File: src/rtl/ttt_pkg.sv
// Shared tic-tac-toe definitions: debounce FSM states, position limit, owner codes.
package ttt_pkg;

  typedef enum logic [1:0] {
    REL  = 2'd0,
    PCHK = 2'd1,
    PRS  = 2'd2,
    RCHK = 2'd3
  } db_state_e;

  localparam logic [3:0] POS_MAX        = 4'd8;
  localparam logic [1:0] OWNER_PLAYER   = 2'b01;
  localparam logic [1:0] OWNER_COMPUTER = 2'b10;

endpackage

File: src/rtl/btn_debounce.sv
// Single button front end: 2-flop synchroniser, press/release debounce FSM, and a
// combinational accept strobe asserted on the cycle a press is confirmed.
module btn_debounce
  import ttt_pkg::*;
#(
  parameter int DEBOUNCE_CYCLES = 16,
  parameter int CNT_W           = $clog2(DEBOUNCE_CYCLES + 1)
) (
  input  logic clock,
  input  logic reset_n,
  input  logic btn,
  output logic accept
);

  localparam logic [CNT_W-1:0] LAST = CNT_W'(DEBOUNCE_CYCLES - 1);

  logic             btn_meta;
  logic             synced;
  db_state_e        state;
  logic [CNT_W-1:0] cnt;

  // Two-flop synchroniser for the asynchronous raw button.
  always_ff @(posedge clock or negedge reset_n) begin
    if (!reset_n) begin
      btn_meta <= 1'b0;
      synced   <= 1'b0;
    end else begin
      btn_meta <= btn;
      synced   <= btn_meta;
    end
  end

  // Debounce FSM: any mismatching sample drops back and restarts the count.
  always_ff @(posedge clock or negedge reset_n) begin
    if (!reset_n) begin
      state <= REL;
      cnt   <= '0;
    end else begin
      case (state)
        REL: begin
          if (synced) state <= PCHK;
          cnt <= '0;
        end
        PCHK: begin
          if (!synced) begin
            state <= REL;
            cnt   <= '0;
          end else if (cnt == LAST) begin
            state <= PRS;
            cnt   <= '0;
          end else begin
            cnt <= cnt + CNT_W'(1);
          end
        end
        PRS: begin
          if (!synced) state <= RCHK;
          cnt <= '0;
        end
        RCHK: begin
          if (synced) begin
            state <= PRS;
            cnt   <= '0;
          end else if (cnt == LAST) begin
            state <= REL;
            cnt   <= '0;
          end else begin
            cnt <= cnt + CNT_W'(1);
          end
        end
        default: begin
          state <= REL;
          cnt   <= '0;
        end
      endcase
    end
  end

  // Accept fires exactly on the PCHK->PRS transition cycle.
  assign accept = (state == PCHK) && synced && (cnt == LAST);

endmodule

File: src/rtl/move_input_conditioner.sv
// Tic-tac-toe input front end: debounced single-cycle play/pc pulses and latched
// switch positions. Define POS_RANGE_CHECK_EN to reject positions above 8 with a
// bad_pos pulse instead of a play/pc pulse.
module move_input_conditioner
  import ttt_pkg::*;
#(
  parameter int DEBOUNCE_CYCLES = 16,
  parameter int CNT_W           = $clog2(DEBOUNCE_CYCLES + 1)
) (
  input  logic       clock,
  input  logic       reset_n,
  input  logic       play_btn,
  input  logic       pc_btn,
  input  logic [3:0] player_sw,
  input  logic [3:0] computer_sw,
  output logic       play,
  output logic       pc,
  output logic [3:0] player_position,
  output logic [3:0] computer_position,
  output logic       bad_pos
);

  logic       play_acc, pc_acc;
  logic [3:0] player_sw_meta, player_sw_sync;
  logic [3:0] computer_sw_meta, computer_sw_sync;
  logic       play_ok, pc_ok, play_bad, pc_bad;

  btn_debounce #(.DEBOUNCE_CYCLES(DEBOUNCE_CYCLES), .CNT_W(CNT_W)) u_play_db (
    .clock  (clock),
    .reset_n(reset_n),
    .btn    (play_btn),
    .accept (play_acc)
  );

  btn_debounce #(.DEBOUNCE_CYCLES(DEBOUNCE_CYCLES), .CNT_W(CNT_W)) u_pc_db (
    .clock  (clock),
    .reset_n(reset_n),
    .btn    (pc_btn),
    .accept (pc_acc)
  );

  // Switch synchronisers share the button latency so a switch set with the button is seen.
  always_ff @(posedge clock or negedge reset_n) begin
    if (!reset_n) begin
      player_sw_meta   <= '0;
      player_sw_sync   <= '0;
      computer_sw_meta <= '0;
      computer_sw_sync <= '0;
    end else begin
      player_sw_meta   <= player_sw;
      player_sw_sync   <= player_sw_meta;
      computer_sw_meta <= computer_sw;
      computer_sw_sync <= computer_sw_meta;
    end
  end

`ifdef POS_RANGE_CHECK_EN
  assign play_bad = play_acc && (player_sw_sync > POS_MAX);
  assign pc_bad   = pc_acc && (computer_sw_sync > POS_MAX);
`else
  assign play_bad = 1'b0;
  assign pc_bad   = 1'b0;
`endif
  assign play_ok = play_acc && !play_bad;
  assign pc_ok   = pc_acc && !pc_bad;

  // Registered pulses; positions load on the same edge their pulse rises.
  always_ff @(posedge clock or negedge reset_n) begin
    if (!reset_n) begin
      play              <= 1'b0;
      pc                <= 1'b0;
      bad_pos           <= 1'b0;
      player_position   <= '0;
      computer_position <= '0;
    end else begin
      play    <= play_ok;
      pc      <= pc_ok;
      bad_pos <= play_bad || pc_bad;
      if (play_ok) player_position   <= player_sw_sync;
      if (pc_ok)   computer_position <= computer_sw_sync;
    end
  end

endmodule
File: config.mk
export PLATFORM = sky130hd
export DESIGN_NAME = move_input_conditioner
export DESIGN_NICKNAME = d
export VERILOG_FILES = /design/src/rtl/ttt_pkg.sv /design/src/rtl/btn_debounce.sv /design/src/rtl/move_input_conditioner.sv
export SDC_FILE = /design/constraint.sdc
export NUM_CORES = 1
export LEC_CHECK = 0
export BUFFER_PORTS_ARGS = -buffer_cell sky130_fd_sc_hd__buf_2
export CORE_MARGIN = 2
export CORE_UTILIZATION = 54
export DETAILED_ROUTE_END_ITERATION = 8
export PLACE_DENSITY = 0.86
export RECOVER_POWER = 100
export SLEW_MARGIN = 40
export SYNTH_ARGS = -nofsm -noshare
export SYNTH_HDL_FRONTEND = slang
export SYNTH_SLANG_ARGS = --single-unit
export TNS_END_PERCENT = 30
File: constraint.sdc
create_clock -name clock -period 1.81 [get_ports clock]
set_clock_uncertainty 0.05 [all_clocks]
set_input_delay 0.543 -clock clock [delete_from_list [all_inputs] [get_ports clock]]
set_output_delay 0.543 -clock clock [all_outputs]
set_load 0.01 [all_outputs]
==> flow_summary.yaml <==
layout:
  insertedDiodeCount: 0
  areaGrowthSynthToFinish_pct: 10.6
  utilization_pct: 62.2
  final_layout_size_suffix_gt1_share_pct: 23.0
  final_common_cell: "dfrtp_1"
  mostFrequentLayoutCells: "dfrtp_1, clkbuf_1, buf_2"
  final_cell_count_no_fill: 157
  stdcell_area_mm2: 0.00170
  final_net_count: 139
  layout_fillers: 221
place:
  place_area_mm2: 0.00167
  gp_congestion: 0.756
  port_buffers: 21
  dp_cells: 149
  detailed_place_hpwl_um: 1390
timing:
  tightestPinTransition_ps: 1000
  slew_viol_final: 0
  min_period_over_period_pct: 94.5
  hold_violations: 0
  maxSlewHeadroom_pct: 33.0
  timing.final.crit_period_ps: 1710
  max_freq_mhz: 585
  setup_violations: 0
  grt_setup_unrepaired: "false"
  finalSetupTns_ps: 0
critical_path:
  cp-start-kind: "flip-flop"
  r2r.worst_path.cells: 4
  crit_path_category: "reg2reg"
  worstPathRequired_ps: 1990
  critical_path_peak_fanout: 5
  crit_path_max_incr_delay_ps: 420
  end_kind: "flip-flop"
  worst_r2r_endpoint: "computer_position[0]"
  worst-endpoint-arrival_ps: 1890
  crit_path_max_delay_cell_type: "dfrtp_1"
  r2r_start: "u_pc_db.cnt[0]"
  regToRegSetupSlack_ps: 100
  crit_path_cell_trace: "ha_2, and4b_4, and4b_2, mux2_4"
clocking:
  clock_tree.htree_level_count: 2
  clk_pin_slew_worst_paths_ps: 120
  clock_tree.root_cell: "clkbuf_4"
  ctsHoldBuffers: 0
  cts-root-to-sink-buffers: 2
  clock_latency_at_the_later_pin_of_the_worst_skew_pair_ps: 340
  numCtsBuffers: 5
  numClockSinks: 44
  tritoncts: "yes"
  number_of_buffers_inserted_to_repair_setup_after_cts: 0
yosys:
  synth_area_per_cell_um2: 15.7
  synth.lib_cells_used.distinct: 21
  synthesis.yosys.warnings: 0
  synth.largest_area_cell: "dfrtp_1"
  syn-cell-area_mm2: 0.00154
  synth_area_leaders: "dfrtp_1, mux2_4, and4b_1"
  synth_fp_nets: 112
  yosys_register_bits: 44
  seq_area_frac_synth_pct: 71.6
  post_synth_inst_count: 98
  synthDominantCellAreaShare_pct: 71.6
hold_path:
  hold_path_startpoint: "computer_sw[2]"
  worstHoldPathCells: 1
  timing.hold.worst.class: "in2reg"
  min_delay_worst_endpoint: "computer_sw_meta[2]"
floorplanning:
  num_io_pins: 23
  design.core.area_mm2: 0.00273
  fp.dieArea_mm2: 0.00329
  dieHeight_um: 57.4
  std_cell_rows: 19
  starting_density_of_the_core_pct: 56.2
  fp.dieW_um: 57.4
route:
  vias: 788
  antenna_left: 0
  detailedRoute.firstIterationViolations: 6
  detail_route.vias_per_cell: 5.02
  wl_um: 1950
  first_pass_iters: 2
  drcViolationCount: 0
  mean_routed_wirelength_per_cell_um: 12.4
power:
  cell_leakage_power_nw: 0.802
  vdd_drop_max_mv: 0.714
  power.density_mw_per_mm2: 902
global_routing:
  antenna_found_initial: 0
  first_global_vias: 792
  grt_overflow_total: 0
  largest_net_degree_at_the_start_of_global_routing: 45
  gr-usage-all-layers_pct: 13.7
  grt_first_pass_wirelength_um: 3350
run_status:
  run_status: "finished clean"
run:
  max_cap_violations: 0
critical path, delay by kind of cell (launching register included):
family / cells / cell delay [ps]
simple gates: 2 / 580
mux: 1 / 310
fa+ha+maj: 1 / 240
flops: 1 / 420
area by class of cell:
| cell class | instances | area [um^2] | share of cell area [%] |
|---|---|---|---|
| Sequential cell | 44 | 1100 | 64.8 |
| Multi-Input combinational cell | 51 | 397 | 23.3 |
| Timing Repair Buffer | 23 | 101 | 5.96 |
| Clock buffer | 7 | 55.1 | 3.24 |
| Tap cell | 31 | 38.8 | 2.28 |
| Clock inverter | 1 | 7.51 | 0.442 |
worst max-delay path by stage:
| stage | from | end | slack [ps] | cells past startpoint |
|---|---|---|---|---|
| 6_report | u_pc_db.cnt[0] | computer_position[0] | 100 | 4 |
| 5_1_grt | u_pc_db.cnt[0] | computer_position[0] | 1 | 4 |
| 4_1_cts | u_pc_db.cnt[0] | computer_position[3] | 10 | 4 |
| 3_5_place_dp | u_pc_db.cnt[0] | computer_position[3] | 30 | 4 |
| 3_3_place_gp | u_pc_db.cnt[0] | computer_position[2] | 120 | 4 |
| 2_1_floorplan | u_pc_db.cnt[0] | computer_position[0] | 200 | 5 |
cell families (layout without fill, tap and decap cells):
family | after synthesis | count (layout) | share of synthesized area [%]
AND/OR/NAND/NOR | 32 | 32 | 12.2
multiplexers | 10 | 10 | 9.28
flip-flops | 44 | 44 | 71.6
other | 1 | 1 | 0.244
AO/OA/AOI/OAI | 2 | 2 | 0.814
adder cells (fa/ha/maj) | 2 | 2 | 1.63
buffers and inverters | 3 | 31 | 1.95
XOR/XNOR | 4 | 4 | 2.28
cell usage after synthesis:
cell type and count:
a31oi_1 2, and2_1 2, and3_1 1, and4b_1 3
and4b_4 1, buf_4 1, buf_6 2, conb_1 1
dfrtp_1 44, ha_1 2, mux2_2 2, mux2_4 8
nand2_1 8, nand2b_1 4, nand3_1 4, nand4b_1 2
nor2_1 4, nor3_1 2, nor3b_1 1, xnor2_1 2
xor2_1 2
routing by layer:
| metal | track usage [%] | part of all wire [%] | vias to the layer above |
|---|---|---|---|
| met1 | 16.6 | 45 | 380 |
| met4 | 5.98 | 0.56 | 0 |
| met5 | 0 | 0 | - |
| li1 | - | - | 387 |
| met3 | 5.67 | 5.6 | 2 |
| met2 | 21.6 | 49 | 19 |
stage by stage:
stage / hold WS, ps / worst slack [ps] / total power [mW]
global route: 225 / 1.48 / 1.60
finish: 250 / 99.6 / 1.53
detailed placement: 285 / 26.6 / 1.09
global placement: 285 / 123 / 1.09
CTS: 211 / 10.6 / 1.56
floorplan: 197 / 203 / 1.05
state kept, by name, indices dropped and copies added (netlist names), 4 cells and up, named ones only:
name / cells
computer_sw_sync: 4
player_position: 4
player_sw_sync: 4
u_pc_db.cnt: 5
player_sw_meta: 4
u_play_db.cnt: 5
computer_sw_meta: 4
computer_position: 4
power breakdown:
group          switching (mW)  total, mW  internal (mW)
clock network           0.276      0.466          0.190
registers              0.0130       1.02           1.01
logic                  0.0280     0.0436         0.0156
repair_timing:
action | in CTS | in global routing
setup endpoints to repair | 0 | 8
gates resized for setup | 0 | 3
hold endpoints to repair | 0 | 0
Note: power is estimated with default switching activity, not from simulation.
